[src/rtl/otter_intr_ctrl.sv]
// otter_intr_ctrl: debounced, maskable interrupt controller on the OTTER IOBUS.
// Raw event sources are synchronised and debounced. A debounced rising edge
// latches a pending bit. Pending-and-unmasked bits raise intr, which is held
// until software acknowledges. A fixed re-arm gap follows each acknowledge.
// Ports:
//   clk, RST_n       clock, asynchronous active-low reset
//   src[N_SRC]       raw asynchronous event inputs (active-high)
//   iobus_addr/out   MCU address / write data, iobus_wr write strobe
//   iobus_in         combinational read data (0 when not addressed)
//   rd_hit           address matches MASK, PEND, ACK or STATUS
//   intr             registered interrupt request to the MCU
module otter_intr_ctrl #(
  parameter int unsigned N_SRC           = 5,
  parameter int unsigned DEBOUNCE_CYCLES = 16,
  parameter int unsigned GAP_CYCLES      = 8,
  parameter logic [31:0] BASE_ADDR       = 32'h1100C010
) (
  input  logic             clk,
  input  logic             RST_n,
  input  logic [N_SRC-1:0] src,
  input  logic [31:0]      iobus_addr,
  input  logic [31:0]      iobus_out,
  input  logic             iobus_wr,
  output logic [31:0]      iobus_in,
  output logic             rd_hit,
  output logic             intr
);

  localparam int unsigned DW = $clog2(DEBOUNCE_CYCLES);
  localparam int unsigned GW = (GAP_CYCLES > 1) ? $clog2(GAP_CYCLES) : 1;
  localparam logic [DW-1:0] DB_LAST  = DW'(DEBOUNCE_CYCLES - 1);
  localparam logic [GW-1:0] GAP_LAST = GW'(GAP_CYCLES - 1);

  localparam logic [31:0] A_MASK = BASE_ADDR;
  localparam logic [31:0] A_PEND = BASE_ADDR + 32'd4;
  localparam logic [31:0] A_ACK  = BASE_ADDR + 32'd8;
  localparam logic [31:0] A_STAT = BASE_ADDR + 32'd12;

  typedef enum logic [1:0] {S_IDLE, S_FIRE, S_GAP} state_t;

  logic [N_SRC-1:0] r_sync1, r_sync2, r_deb, r_mask, r_pend;
  logic [DW-1:0]    r_db_cnt [N_SRC];
  logic [GW-1:0]    r_gap_cnt;
  state_t           r_state;
  logic             r_intr;

  logic             w_hit_mask, w_hit_pend, w_hit_ack, w_hit_stat;
  logic             w_wr_mask, w_wr_pend, w_wr_ack;
  logic [N_SRC-1:0] w_rise, w_clr, w_act;
  logic             w_any;
  logic [4:0]       w_id;
  logic [31:0]      w_status;
  logic             w_unused;

  // Exact 32-bit address decode
  assign w_hit_mask = (iobus_addr == A_MASK);
  assign w_hit_pend = (iobus_addr == A_PEND);
  assign w_hit_ack  = (iobus_addr == A_ACK);
  assign w_hit_stat = (iobus_addr == A_STAT);
  assign rd_hit     = w_hit_mask | w_hit_pend | w_hit_ack | w_hit_stat;

  assign w_wr_mask = iobus_wr & w_hit_mask;
  assign w_wr_pend = iobus_wr & w_hit_pend;
  assign w_wr_ack  = iobus_wr & w_hit_ack;

  // Upper write-data bits are ignored when N_SRC < 32
  assign w_unused = ^iobus_out;

  // Synchroniser and per-source debounce counters
  always_ff @(posedge clk or negedge RST_n) begin
    if (!RST_n) begin
      r_sync1 <= '0;
      r_sync2 <= '0;
      r_deb   <= '0;
      for (int i = 0; i < int'(N_SRC); i++) r_db_cnt[i] <= '0;
    end else begin
      r_sync1 <= src;
      r_sync2 <= r_sync1;
      for (int i = 0; i < int'(N_SRC); i++) begin
        if (r_sync2[i] == r_deb[i]) begin
          r_db_cnt[i] <= '0;
        end else if (r_db_cnt[i] == DB_LAST) begin
          r_deb[i]    <= r_sync2[i];
          r_db_cnt[i] <= '0;
        end else begin
          r_db_cnt[i] <= r_db_cnt[i] + DW'(1);
        end
      end
    end
  end

  // Rising edge detected on the same edge the debounced value is accepted
  always_comb begin
    w_rise = '0;
    for (int i = 0; i < int'(N_SRC); i++)
      w_rise[i] = r_sync2[i] & ~r_deb[i] & (r_db_cnt[i] == DB_LAST);
  end

  assign w_clr = w_wr_pend ? iobus_out[N_SRC-1:0] : '0;

  // MASK and PEND registers; a set event beats a same-cycle W1C
  always_ff @(posedge clk or negedge RST_n) begin
    if (!RST_n) begin
      r_mask <= '0;
      r_pend <= '0;
    end else begin
      if (w_wr_mask) r_mask <= iobus_out[N_SRC-1:0];
      r_pend <= (r_pend & ~w_clr) | w_rise;
    end
  end

  assign w_act = r_pend & r_mask;
  assign w_any = |w_act;

  // Lowest active index (0 when nothing is active)
  always_comb begin
    w_id = '0;
    for (int i = int'(N_SRC) - 1; i >= 0; i--)
      if (w_act[i]) w_id = 5'(i);
  end

  assign w_status = {w_any, 26'd0, w_id};

  // Read mux; ACK and unmapped addresses read 0
  always_comb begin
    iobus_in = '0;
    if (w_hit_mask)      iobus_in = 32'(r_mask);
    else if (w_hit_pend) iobus_in = 32'(r_pend);
    else if (w_hit_stat) iobus_in = w_status;
  end

  // Interrupt sequencer: IDLE -> FIRE -> (ACK) GAP -> IDLE
  always_ff @(posedge clk or negedge RST_n) begin
    if (!RST_n) begin
      r_state   <= S_IDLE;
      r_gap_cnt <= '0;
      r_intr    <= 1'b0;
    end else begin
      case (r_state)
        S_IDLE: begin
          if (w_any) begin
            r_state <= S_FIRE;
            r_intr  <= 1'b1;
          end
        end
        S_FIRE: begin
          if (w_wr_ack) begin
            r_state   <= S_GAP;
            r_gap_cnt <= GAP_LAST;
            r_intr    <= 1'b0;
          end else if (!w_any) begin
            r_state <= S_IDLE;
            r_intr  <= 1'b0;
          end
        end
        S_GAP: begin
          if (r_gap_cnt == '0) r_state <= S_IDLE;
          else                 r_gap_cnt <= r_gap_cnt - GW'(1);
        end
        default: begin
          r_state <= S_IDLE;
          r_intr  <= 1'b0;
        end
      endcase
    end
  end

  assign intr = r_intr;

endmodule

[config.mk]
export PLATFORM = sky130hd
export DESIGN_NAME = otter_intr_ctrl
export DESIGN_NICKNAME = d
export VERILOG_FILES = /design/src/rtl/otter_intr_ctrl.sv
export SDC_FILE = /design/constraint.sdc
export NUM_CORES = 1
export LEC_CHECK = 0
export CAP_MARGIN = 25
export CELL_PAD_IN_SITES_DETAIL_PLACEMENT = 1
export CELL_PAD_IN_SITES_GLOBAL_PLACEMENT = 2
export CORE_MARGIN = 1.5
export CORE_UTILIZATION = 25
export CTS_CLUSTER_DIAMETER = 80
export DETAILED_ROUTE_END_ITERATION = 10
export PLACE_DENSITY = 0.74
export SLEW_MARGIN = 20
export SYNTH_ARGS = -nofsm -noshare
export SYNTH_HDL_FRONTEND = slang
export SYNTH_SLANG_ARGS = --single-unit
[constraint.sdc]
create_clock -name clk -period 3.3 [get_ports clk]
set_input_delay 0.33 -clock clk [delete_from_list [all_inputs] [get_ports clk]]
set_output_delay 0.33 -clock clk [all_outputs]
set_load 0.02 [all_outputs]
# After elaboration in Yosys (flattened, before gate mapping)
# Cells that the tools add are included.
[totals]
register_bits = 51
output_inout_bits = 34
wordCells = 118
[op_classes]
addsub = 6
eq_ne = 21
muxes = 31
n_bitwise = 31
reduce_logical = 12
[ops]
columns = ["op", "count"]
rows = [
  ["equality test 32 x 29 -> 1 bit (second input constant)", 4],
  ["two-way mux 32 bit", 3],
  ["two-way mux 4 bit", 10],
  ["two-way mux 5 bit", 5],
  ["adder 4 x 1 -> 4 bit (second input constant)", 5],
  ["equality test 4 bit (second input constant)", 5],
  ["AND 1 bit", 13],
  ["NOT 1 bit", 11],
  ["AND 5 bit", 2],
  ["AND reduction 2 bit", 5],
  ["two-way mux 3 bit", 3],
  ["AND reduction 3 bit", 3],
  ["two-way mux 2 bit", 4],
  ["inequality test 2 bit (second input constant)", 4],
  ["case mux 2 bit (3 select lines)", 1],
  ["case mux 3 bit (2 select lines)", 1],
  ["equality test 1 bit", 5],
  ["NOT 5 bit", 1],
  ["bitwise OR 5 bit", 1],
  ["OR reduction 5 bit", 1],
  ["zero test 3 bit", 1],
  ["two-way mux 1 bit", 3],
  ["inequality test 3 bit (second input constant)", 1],
  ["bitwise OR 1 bit", 3],
  ["6 further kinds", 6],
]

# Longest topological paths before layout
[depth]
depth_word = 9
ltp_mapped = 7

# Worst setup path before layout
# No wires, ideal clock.
[synth_timing]
kind = "input-to-output"
startpoint = "in iobus_addr[9]"
endpoint = "out iobus_in[31]"
t_arrival_ps = 1956
required_time_ps = 2970
path_slack_ps = 1014
cell_stages = 3
path_buffers = 0
path_cell_list = "nor4_1 > nand4_1 > a2111oi_0"
[synth_via]
elab_chain_len = 4
word_cells_on_any_way = 6
[synth_lines]
columns = ["element", "line", "rtl"]
rows = [
  ["start, declared", "21", "input logic [31:0] iobus_addr,"],
  ["equality test 32 x 29 -> 1 bit", "59", "assign w_hit_stat = (iobus_addr == A_STAT);"],
  ["two-way mux 32 bit", "129", "else if (w_hit_stat) iobus_in = w_status;"],
  ["two-way mux 32 bit", "128", "else if (w_hit_pend) iobus_in = 32'(r_pend);"],
  ["two-way mux 32 bit *", "127", "if (w_hit_mask) iobus_in = 32'(r_mask);"],
  ["end, declared", "24", "output logic [31:0] iobus_in,"],
]
# Every way passes the cells marked *; elsewhere a longest branch is shown, timed or not.

# Worst setup path in the final report
[layout_timing]
startpoint = "in iobus_addr[18]"
endpoint = "out iobus_in[3]"
# Same word-level chain as after synthesis.

==> summary.log <==
[status] outcome finished clean
[final_layout] filler cell count 1171
[synth] count of state elements after synthesis 51
[die] area of the die 0.0111 mm^2
[timing] worst max-slew margin expressed relative to the limit 0.474
[final_layout] number of antenna repair diodes 0
[final_layout] multi-input logic area 0.00119 mm^2
[clock_tree] latest clock arrival within the worst-skew pair 0.31 ns
[clock_tree] post-CTS setup repair buffer count 0
[placed_design] cell area after placement 0.00322 mm^2
[clock_tree] clock input transition at the sequential cells of the worst setup and hold paths 0.09 ns
[timing] worst-case setup margin in the final layout 0.349 ns
[timing] Final Setup Violations 0
[synth] Mapped Cells 236
[route] DR WL/cell 13.2 um
[route] DR pass1 iterations 4
[global_route] antenna violations before repair 0
[synth] number of flops mapped to enable cells by yosys 0
[global_route] via count of the first global-routing pass 2037
[die] overall die height 105 um
[placed_design] count of input and output buffers 52
[timing] Highest Clock Rate 0.339 GHz
[pwr] peak supply drop 0.150 mV
[timing] Slew @ Worst Pin 0.789 ns
[clock_tree] CTS H-Tree Depth 2
[clock_tree] TritonCTS sink count 51
[pwr] power density of the placed cells 395 mW/mm^2
[die] I/O pin total 106
[die] Die Span X 105 um
[clock_tree] TritonCTS Buffers 5
[synth] Seq/Total Area, Yosys 0.486
[clock_tree] CTS tree done
[die] site row count 37
[timing] unrepaired setup endpoints after global routing false
[placed_design] final estimated routing congestion in global placement 0.677
[clock_tree] CTS resizes 0
[final_layout] Sequential cell area 0.00128 mm^2
[global_route] wire length of the first global-routing pass 9920 um
[die] initial standard-cell utilization of the core 0.256
[route] remaining number of nets flagged by the antenna check after routing 0
[final_layout] finished layout cell area 0.00336 mm^2
[placed_design] HPWL after DPL 4380 um
[clock_tree] maximum count of clock buffers along a single path 2
[setup_path] maximum fanout along the worst path 6
[setup_path] class of the most critical setup path in2out
[final_layout] relative area change from synthesis to final layout 28.0%
[synth] summed instance area of the synthesized netlist 0.00262 mm^2
[route] total via count after detailed routing 1910
[flow_run] MaxCap Viol Count 0
[clock_tree] clock tree root buffer cell sky130_fd_sc_hd__clkbuf_8
[route] First DRT Iteration DRCs 52
[clock_tree] hold buffer count at cts 0
[timing] final period utilization 0.894
[setup_path] required time of the worst setup path 2.97 ns
[synth] mean cell area of the mapped netlist 11.1 um^2
[route] DR vias/cell 4.42
[timing] post-route minimum period 2.95 ns
[pwr] post-route total power 1330 uW
[final_layout] post-layout net count 379
[timing] Slew Limit Fails 0
[placed_design] Setup Slack @ Placement 0.364 ns
[global_route] total overflow reported by the global router 0
[global_route] maximum number of pins on one net before global-route repair 35
[timing] Worst Hold Slack 0.101 ns
[timing] maximum clock skew at final layout 0.00665 ns
[setup_path] kind of launch point of the worst setup path input port
[synth] prevailing post-synth register cell sky130_fd_sc_hd__dfrtp_1
[route] total length of routed wires 5710 um
[synth] Ys Warns 0
[global_route] GR Util All Layers 0.111
[synth] async set-reset flop share out of synthesis 1.00
[pwr] leakage 0.00146 uW
[timing] aggregate negative setup slack 0 ns
[final_layout] proportion of layout cells with a drive suffix above 1 0.105
[timing] Hold Vio Cnt, Final 0
[worst_hold_path] hold crit path type in2async
[setup_path] Crit. End Element output port
[route] # DRC 0
[synth] Distinct cells, synth 42
[die] Floorplan Core Area 0.0102 mm^2
[setup_path] data arrival time of the worst path 2.62 ns
==> path summary, 6_finish.rpt <==
| kind | slack, ns | start | cells after the start | endpoint |
|---|---|---|---|---|
| setup / recovery | 0.35 | iobus_addr[18] | 6 | iobus_in[3] |
| hold / removal | 0.10 | RST_n | 1 | r_db_cnt[12] |
| setup reg to reg | 1.75 | r_gap_cnt[0] | 7 | r_gap_cnt[1] |
| hold reg to reg | 0.35 | r_sync1[1] | 0 | r_sync2[1] |
| max in group asynchronous | 2.45 | RST_n | 2 | r_sync2[4] |
| min in group clk | 0.35 | r_sync1[1] | 0 | r_sync2[1] |
==> flip-flops by register name, indices dropped and copies added (netlist names) <==
signal / count
r_mask: 5
r_deb: 5
r_gap_cnt: 3
r_pend: 5
intr: 1
r_sync2: 5
r_state: 2
r_sync1: 5
r_db_cnt: 20
==> per-stage QoR <==
step | utilization | std cells
after floorplan | - | 261
after global placement | 0.315 | 424
after detailed placement | 0.315 | 424
after CTS | 0.328 | 432
after global routing | 0.328 | 432
final | 0.328 | 432
==> synthesized netlist by cell type (3+ instances only) <==
library cell,instances,share of area
sky130_fd_sc_hd__nand4b_1,3,0.010
sky130_fd_sc_hd__a22oi_1,3,0.0086
sky130_fd_sc_hd__nor3_1,8,0.015
sky130_fd_sc_hd__nand2_1,11,0.016
sky130_fd_sc_hd__mux2_2,5,0.021
sky130_fd_sc_hd__buf_4,26,0.074
sky130_fd_sc_hd__nor2b_1,14,0.033
sky130_fd_sc_hd__mux2i_1,3,0.011
sky130_fd_sc_hd__xnor2_1,5,0.017
sky130_fd_sc_hd__a22o_1,6,0.020
sky130_fd_sc_hd__ha_1,12,0.057
sky130_fd_sc_hd__inv_1,13,0.019
sky130_fd_sc_hd__a21oi_1,8,0.015
sky130_fd_sc_hd__nand3_1,6,0.011
sky130_fd_sc_hd__o21ai_0,5,0.0095
sky130_fd_sc_hd__and3_1,6,0.014
sky130_fd_sc_hd__mux2_4,5,0.029
sky130_fd_sc_hd__dfrtp_1,51,0.49
sky130_fd_sc_hd__nor2_1,13,0.019
==> final cells by class <==
cell class,instances,area share
sequential,51,0.380
multi-input combinational,169,0.354
timing repair buffer,55,0.160
tap,136,0.0507
clock buffer,5,0.0205
clock inverter,3,0.0201
inverter,13,0.0145
==> critical path: stages <==
cell and delay, ns:
sky130_fd_sc_hd__clkdlybuf4s50_1 0.41, sky130_fd_sc_hd__nor4_2 0.36, sky130_fd_sc_hd__nand4_2 0.23, sky130_fd_sc_hd__or3_4 0.45, sky130_fd_sc_hd__nor2_1 0.19, sky130_fd_sc_hd__clkdlybuf4s50_1 0.64
==> cells in the final DEF, fill, tap and decap left out, types with 2 or more instances in the layout <==
cell type                         instances
sky130_fd_sc_hd__clkdlybuf4s50_1         51
sky130_fd_sc_hd__dfrtp_1                 51
sky130_fd_sc_hd__conb_1                  26
sky130_fd_sc_hd__nor2b_1                 14
sky130_fd_sc_hd__inv_1                   13
sky130_fd_sc_hd__nor2_1                  13
sky130_fd_sc_hd__ha_1                    12
sky130_fd_sc_hd__nand2_1                 11
sky130_fd_sc_hd__nor3_1                   8
sky130_fd_sc_hd__a21oi_1                  8
sky130_fd_sc_hd__a22o_1                   6
sky130_fd_sc_hd__and3_1                   6
sky130_fd_sc_hd__nand3_1                  6
sky130_fd_sc_hd__xnor2_1                  5
sky130_fd_sc_hd__o21ai_0                  5
sky130_fd_sc_hd__mux2_4                   5
sky130_fd_sc_hd__mux2_2                   5
sky130_fd_sc_hd__clkbuf_8                 5
sky130_fd_sc_hd__mux2i_1                  3
sky130_fd_sc_hd__a22oi_1                  3
sky130_fd_sc_hd__nand4b_1                 3
sky130_fd_sc_hd__buf_4                    3
sky130_fd_sc_hd__nor4b_2                  2
sky130_fd_sc_hd__nor4_2                   2
sky130_fd_sc_hd__nand4_1                  2
sky130_fd_sc_hd__a41o_1                   2
sky130_fd_sc_hd__a32oi_1                  2
sky130_fd_sc_hd__o22ai_1                  2
sky130_fd_sc_hd__a21o_1                   2
sky130_fd_sc_hd__a31oi_1                  2
sky130_fd_sc_hd__a311oi_1                 2
sky130_fd_sc_hd__bufinv_16                2
==> layer usage <==
metal | track usage | share of wire | vias up
li1 | - | - | 899
met1 | 0.143 | 0.46 | 946
met5 | 0 | 0 | -
met2 | 0.183 | 0.46 | 59
met4 | 0.0294 | 0.010 | 0
met3 | 0.0334 | 0.067 | 6
==> power breakdown <==
| group | total [uW] | leakage [uW] | internal (uW) | switching (uW) |
|---|---|---|---|---|
| Combinational | 147 | 0.000742 | 71.8 | 74.9 |
| Clock | 516 | 0.0000644 | 302 | 214 |
| Sequential | 663 | 0.000656 | 646 | 17.2 |
| Total | 1330 | 0.00146 | 1020 | 306 |
==> logic make-up (layout without fill, tap and decap cells) <==
logic type,after synthesis,after routing,synth area share
and+or+nand+nor,78,78,0.188
DFF,51,51,0.486
buffers and inverters,41,76,0.0959
AOI/OAI and AO/OA,35,35,0.0930
muxes,13,13,0.0615
adders and majority gates,12,12,0.0572
xor gates and xnor gates,5,5,0.0167
other,1,26,0.00143
Power figures use the tool's default switching activity.
